<file path="src/rtl/uart_pkg.sv">
// uart_pkg: shared UART FSM encoding, parity modes and clog2 helper
package uart_pkg;
  typedef enum logic [2:0] {S_IDLE, S_START, S_DATA, S_PARITY, S_STOP} state_e;
  localparam logic [1:0] PAR_NONE = 2'd0;
  localparam logic [1:0] PAR_ODD = 2'd1;
  localparam logic [1:0] PAR_EVEN = 2'd2;
  function automatic int clog2(input int v);
    int r = 0;
    while ((1 << r) < v) r++;
    return r;
  endfunction
endpackage

</file>
<file path="src/rtl/uart_tx_fifo_if.sv">
// uart_tx_fifo_if: valid/ready word handshake into the transmitter FIFO
interface uart_tx_fifo_if #(parameter int DATA_BIT = 8);
  logic [DATA_BIT-1:0] i_data;
  logic                i_valid;
  logic                o_ready;
  modport master (output i_data, output i_valid, input o_ready);
  modport slave (input i_data, input i_valid, output o_ready);
endinterface

</file>
<file path="src/rtl/uart_sync_fifo.sv">
// uart_sync_fifo: single-clock FIFO with push/pop/full/empty/level
module uart_sync_fifo
  import uart_pkg::*;
#(
  parameter int WIDTH = 8,
  parameter int DEPTH = 16
) (
  input  logic                  i_clk,
  input  logic                  i_reset,
  input  logic                  i_push,
  input  logic                  i_pop,
  input  logic [WIDTH-1:0]      i_data,
  output logic [WIDTH-1:0]      o_data,
  output logic                  o_full,
  output logic                  o_empty,
  output logic [clog2(DEPTH):0] o_level
);
  localparam int AW = clog2(DEPTH);
  localparam int LW = AW + 1;
  logic [WIDTH-1:0] mem_q [DEPTH];
  logic [AW-1:0] wr_q, rd_q;
  logic [LW-1:0] level_q;
  logic do_push, do_pop;
  // a full FIFO refuses pushes even when a pop lands on the same edge
  assign do_push = i_push && !o_full;
  assign do_pop = i_pop && !o_empty;
  assign o_full = level_q == LW'(DEPTH);
  assign o_empty = level_q == '0;
  assign o_level = level_q;
  assign o_data = mem_q[rd_q];
  always_ff @(posedge i_clk)
    if (do_push) mem_q[wr_q] <= i_data;
  always_ff @(posedge i_clk or posedge i_reset) begin
    if (i_reset) begin
      wr_q <= '0;
      rd_q <= '0;
      level_q <= '0;
    end else begin
      wr_q <= wr_q + AW'(do_push);
      rd_q <= rd_q + AW'(do_pop);
      level_q <= level_q + LW'(do_push) - LW'(do_pop);
    end
  end
endmodule

</file>
<file path="src/rtl/uart_tx_fifo.sv">
// uart_tx_fifo: buffered UART transmitter with per-frame baud divisor and parity
module uart_tx_fifo
  import uart_pkg::*;
#(
  parameter int DATA_BIT = 8,
  parameter int STOP_BIT = 1,
  parameter int FIFO_DEPTH = 16,
  parameter int DIV_WD = 16
) (
  input  logic                       i_clk,
  input  logic                       i_reset,
  uart_tx_fifo_if.slave              s,
  input  logic [DIV_WD-1:0]          i_div,
  input  logic [1:0]                 i_parity,
  output logic                       o_txd,
  output logic                       o_busy,
  output logic [clog2(FIFO_DEPTH):0] o_level
);
  localparam int BW = clog2(DATA_BIT + 1);
  state_e state_q, state_d;
  logic [DIV_WD-1:0] baud_q, baud_d, div_q, div_d;
  logic [BW-1:0] bit_q, bit_d;
  logic [DATA_BIT-1:0] shift_q, shift_d, fifo_data;
  logic [1:0] par_q, par_d;
  logic pbit_q, pbit_d, txd_q, txd_d, busy_q;
  logic pop, full, empty, bit_end, parity_on;
  uart_sync_fifo #(.WIDTH(DATA_BIT), .DEPTH(FIFO_DEPTH)) u_fifo (
    .i_clk   (i_clk),
    .i_reset (i_reset),
    .i_push  (s.i_valid),
    .i_pop   (pop),
    .i_data  (s.i_data),
    .o_data  (fifo_data),
    .o_full  (full),
    .o_empty (empty),
    .o_level (o_level)
  );
  assign s.o_ready = !full;
  assign o_txd = txd_q;
  assign o_busy = busy_q;
  assign bit_end = baud_q == div_q - DIV_WD'(1);
  assign parity_on = par_q == PAR_ODD || par_q == PAR_EVEN;
  always_comb begin
    state_d = state_q;
    baud_d = bit_end ? '0 : baud_q + DIV_WD'(1);
    bit_d = bit_q;
    shift_d = shift_q;
    div_d = div_q;
    par_d = par_q;
    pbit_d = pbit_q;
    pop = 1'b0;
    case (state_q)
      S_IDLE: pop = !empty;
      S_START: if (bit_end) state_d = S_DATA;
      S_DATA: if (bit_end) begin
        shift_d = shift_q >> 1;
        bit_d = bit_q + BW'(1);
        if (bit_q == BW'(DATA_BIT - 1)) begin
          state_d = parity_on ? S_PARITY : S_STOP;
          bit_d = '0;
        end
      end
      S_PARITY: if (bit_end) state_d = S_STOP;
      S_STOP: if (bit_end) begin
        bit_d = bit_q + BW'(1);
        if (bit_q == BW'(STOP_BIT - 1)) begin
          state_d = S_IDLE;
          pop = !empty;
        end
      end
      default: state_d = S_IDLE;
    endcase
    // a pop starts a frame and latches its per-frame settings
    if (pop) begin
      state_d = S_START;
      baud_d = '0;
      bit_d = '0;
      shift_d = fifo_data;
      div_d = (i_div < DIV_WD'(2)) ? DIV_WD'(2) : i_div;
      par_d = i_parity;
      pbit_d = (i_parity == PAR_ODD) ? ~^fifo_data : ^fifo_data;
    end
    txd_d = (state_d == S_START) ? 1'b0 :
            (state_d == S_DATA) ? shift_d[0] :
            (state_d == S_PARITY) ? pbit_d : 1'b1;
  end
  always_ff @(posedge i_clk or posedge i_reset) begin
    if (i_reset) begin
      state_q <= S_IDLE;
      baud_q <= '0;
      bit_q <= '0;
      shift_q <= '0;
      div_q <= DIV_WD'(2);
      par_q <= PAR_NONE;
      pbit_q <= 1'b0;
      txd_q <= 1'b1;
      busy_q <= 1'b0;
    end else begin
      state_q <= state_d;
      baud_q <= baud_d;
      bit_q <= bit_d;
      shift_q <= shift_d;
      div_q <= div_d;
      par_q <= par_d;
      pbit_q <= pbit_d;
      txd_q <= txd_d;
      busy_q <= state_d != S_IDLE;
    end
  end
endmodule

</file>
<file path="src/flat_wrapper.sv">
// flat-port wrapper written by rule: the top's interface ports become plain ports
module uart_tx_fifo_flat import uart_pkg::*;
#(
  parameter int DATA_BIT = 8,
  parameter int STOP_BIT = 1,
  parameter int FIFO_DEPTH = 16,
  parameter int DIV_WD = 16
)
  (i_clk, i_reset, i_div, i_parity, o_txd, o_busy, o_level, s_i_data, s_i_valid, s_o_ready);
  uart_tx_fifo_if #(.DATA_BIT(DATA_BIT)) s_i ();
  input  logic i_clk;
  input  logic i_reset;
  input  logic [DIV_WD-1:0] i_div;
  input  logic [1:0] i_parity;
  output logic o_txd;
  output logic o_busy;
  output logic [clog2(FIFO_DEPTH):0] o_level;
  input wire logic [$bits(s_i.i_data)-1:0] s_i_data;
  input wire logic [$bits(s_i.i_valid)-1:0] s_i_valid;
  output wire logic [$bits(s_i.o_ready)-1:0] s_o_ready;
  assign s_i.i_data = s_i_data;
  assign s_i.i_valid = s_i_valid;
  assign s_o_ready = s_i.o_ready;
  uart_tx_fifo #(.DATA_BIT(DATA_BIT), .STOP_BIT(STOP_BIT), .FIFO_DEPTH(FIFO_DEPTH), .DIV_WD(DIV_WD)) u_core (.i_clk(i_clk), .i_reset(i_reset), .s(s_i), .i_div(i_div), .i_parity(i_parity), .o_txd(o_txd), .o_busy(o_busy), .o_level(o_level));
endmodule
</file>
<file path="config.mk">
export PLATFORM = sky130hd
export DESIGN_NAME = uart_tx_fifo_flat
export DESIGN_NICKNAME = d
export VERILOG_FILES = /design/src/rtl/uart_pkg.sv /design/src/rtl/uart_tx_fifo_if.sv /design/src/rtl/uart_sync_fifo.sv /design/src/rtl/uart_tx_fifo.sv /design/src/flat_wrapper.sv
export SDC_FILE = /design/constraint.sdc
export NUM_CORES = 1
export LEC_CHECK = 0
export BUFFER_PORTS_ARGS = -buffer_cell sky130_fd_sc_hd__buf_2
export CORE_MARGIN = 5
export CORE_UTILIZATION = 50
export CTS_BUF_LIST = sky130_fd_sc_hd__clkbuf_8
export DETAILED_ROUTE_END_ITERATION = 8
export PLACE_DENSITY = 0.77
export SLEW_MARGIN = 20
export SYNTH_ARGS = -nofsm -noshare
export SYNTH_HDL_FRONTEND = slang
export SYNTH_SLANG_ARGS = --single-unit
</file>
<file path="constraint.sdc">
create_clock -name i_clk -period 4.7 [get_ports i_clk]
set_input_delay 0.47 -clock i_clk [delete_from_list [all_inputs] [get_ports i_clk]]
set_output_delay 0.47 -clock i_clk [all_outputs]
set_load 0.02 [all_outputs]
</file>
==> key figures <==
Floorplan
  – Die width: between 100 and 150 µm
  – Core Footprint: ~17000 µm²
  – Die Height: 142 µm
  – FP Rows: 48
  – Die ar.: roughly 20000 µm²
  – Initial core utilization: roughly half
  – I/O Pins: 37

Logic synthesis
  – Most numerous cell in the Yosys netlist: edfxtp_1
  – Yosys warnings: 0
  – Flops & latches, synth: about 190
  – Post-synth top cells: edfxtp_1, dfrtp_1, nor2_1, mux2i_1, xnor2_1
  – Mapped Avg Cell Area: about 14 µm²
  – Largest cells by area after synthesis: edfxtp_1, dfrtp_1, mux2i_1
  – Post-synth EDFFs: about 130
  – Post-synth top area share: 44.1%
  – Mapped Nets: 669
  – Sequential share of the synthesized area: between 60% and 70%
  – Cell variety after synth: 60
  – Synth async-reset ratio: 33.7%
  – Mapped Area: 8710 µm²
  – Leading area contributor after synthesis: edfxtp_1
  – Synth Instances: roughly 630
  – Top_reg_cell synth: edfxtp_1

Global route
  – First-pass GRT wire length: 28700 µm
  – GR Util All Layers: 18.6%
  – Gr ovfl total: 0
  – Largest net degree at the start of global routing: 38
  – Initial antenna violation count: 0
  – Vias in the first global route: 5252

Clocking
  – CTS Sinks: ~190
  – Clock transition at the registers of the reported paths: around 100 ps
  – CTS Buffer Depth: 2
  – # Post-CTS Setup Buffers: 0
  – # hold bufs at CTS: 0
  – H-tree depth: 4
  – Clock latency on the worst-skew pair: 470 ps
  – CTS tree: built
  – Post-CTS sizing: 0
  – Root buf cell: clkbuf_8
  – CTS buffer count: 17

Pwr
  – VDD IR max: 223 µV
  – PD cells: 417 nW/µm²
  – Pleak: ~3.7 nW

Placed design
  – Cell total after placement: 861
  – Dpl cell area: roughly 9000 µm²
  – Pre-CTS WS: between 600 and 700 ps
  – HPWL after DPL: between 10000 and 15000 µm
  – IO buf count: 36
  – Placer Congestion: between 0.9 and 1

Worst setup path
  – Cell Chain, Critical Path: or4_4 > nor4_4 > mux2_2 > a31oi_1 > o2111ai_2 > o31ai_2 > nand2_1 > xnor2_1 > ha_1 > fa_1 > a21oi_1 > nor2_1 > nor2_1 > xnor2_1
  – CP Launch Type: flip-flop
  – CP arrival: ~4500 ps
  – Crit Path Max Fanout: 8
  – Crit Path Category: reg2reg
  – Crit-path leading delay family: simple AND/OR/NAND/NOR gates
  – CP bufs+invs: 0
  – Critical Path RT: 5090 ps
  – Worst r2r path cells: 14
  – CP peak stage delay: 640 ps
  – Critical Path Sink Type: flip-flop
  – Slowest CP cell: or4_4
  – WP depth: 14

Route
  – WL final: 17900 µm
  – TritonRoute pass-1 iters: 5
  – Iter 0 DRT Violations: 420
  – Vias per cell: 5.85
  – DRC viols: 0
  – DR WL/cell: between 15 and 20 µm
  – Routed vias: ~5200
  – Post-route ant nets: 0

STA
  – Final min period: 4100 ps
  – RSZ-0062 raised after global routing: false
  – Max Slew Vio Count: 0
  – Rel. slew slack: around a third
  – Pin slew with the least headroom to its limit: just under 1000 ps
  – Tcrit/Tclk final: roughly 87%
  – Fmax: 244 MHz
  – Worst setup margin: approximately 600 ps
  – Final setup vio count: 0
  – Setup TNS: 0 ps
  – Final clock skew: roughly 20 ps
  – Final hold vios: 0

Layout
  – Area added between synthesis and finish: 9.19%
  – FF+latch area: 5470 µm²
  – Fill cells: between 1000 and 1500
  – Multi-input logic area: about 3000 µm²
  – Ant diodes: 0
  – Finished Layout Cells: roughly 900
  – Final Instance Area: 9510 µm²
  – Layout cells sized above 1: between 10% and 20%
  – # nets final: between 600 and 700

Min path
  – Worst min path class: in2async

Status
  – Outcome: finished, final reports clean

Run
  – Max-cap check violation count: 0
-- cell type report --
class                   count  share of cell area (%)
repair buffers             41                    2.42
inverters                  14                   0.553
clock inverters            15                    2.00
flip-flops and latches    193                    57.6
clock buffers              17                    2.46
multi-input cells         388                    32.0
well taps                 225                    2.96
-- cell families (layout without fill, tap and decap cells) --
logic type	Yosys count	in the layout	synth area share, %
DFF	193	193	62.8
and+or+nand+nor	167	167	10.0
AOI/OAI and AO/OA	83	83	6.62
muxes	75	75	11.2
xor gates and xnor gates	49	49	4.93
buffers and inverters	45	87	2.34
adders and majority gates	14	14	2.10
-- power by group --
| group | leakage (nW) | total, mW | switching (mW) | internal (mW) |
|---|---|---|---|---|
| Clock | 0.217 | 1.11 | 0.656 | 0.457 |
| Combinational | 1.57 | 0.668 | 0.392 | 0.276 |
| Sequential | 1.95 | 2.18 | 0.169 | 2.01 |
-- metal layers --
layer | wire, µm | GRT usage [%] | vias to the layer above
met3 | 982 | 3.93 | 28
met2 | 9080 | 31.4 | 148
met4 | 366 | 6.11 | 0
li1 | - | - | 2412
met5 | 0 | 0 | -
met1 | 7430 | 24.1 | 2635
-- cells in the final DEF (no fill, tap or decap), types with 9 or more instances in the layout --
master      n
a21oi_1    18
a221oi_1   16
a22oi_1    10
and3_1      9
buf_2      36
clkbuf_8   17
dfrtp_1    62
edfxtp_1  128
ha_1       13
inv_1      13
mux2_2     17
mux2i_1    42
mux4_2     16
nand2_1    24
nand3_1    17
nor2_1     58
o21ai_0    14
xnor2_1    27
xor2_1     22
-- stage by stage --
step	util, %	hold WS, ps	power, mW
global route	55.4	132	4.15
floorplan	-	466	2.65
global placement	52.8	494	2.84
CTS	55.4	76.8	3.99
detailed placement	52.9	508	2.89
finish	55.4	91.1	3.96
-- worst register-to-register path, stage by stage, from the launching register on --
cell and delay (ps):
dfrtp_1 480, or4_4 640, nor4_4 340, mux2_2 370, a31oi_1 190, o2111ai_2 210, o31ai_2 400, nand2_1 180
xnor2_1 160, ha_1 210, fa_1 420, a21oi_1 150, nor2_1 60, nor2_1 110, xnor2_1 120
-- flip-flops by register name, indices dropped and copies added, names as in the netlist, 2 cells and up --
signal	flops
u_core.u_fifo.mem_q	128
u_core.baud_q	16
u_core.div_q	16
u_core.shift_q	8
u_core.u_fifo.o_level	5
u_core.bit_q	4
u_core.u_fifo.rd_q	4
u_core.u_fifo.wr_q	4
u_core.state_q	3
u_core.par_q	2
-- worst paths after layout --
kind                                   start  slack, ps                       end
max                          u_core.div_q[3]        600  u_core.u_fifo.o_level[4]
min                                  i_reset         90          u_core.baud_q[6]
max reg2reg                  u_core.div_q[3]        600  u_core.u_fifo.o_level[4]
min reg2reg                u_core.shift_q[7]        540         u_core.shift_q[7]
max in group asynchronous            i_reset       3690              u_core.o_txd
min in group i_clk               i_parity[0]        250           u_core.par_q[0]
Power figures use the tool's default switching activity.
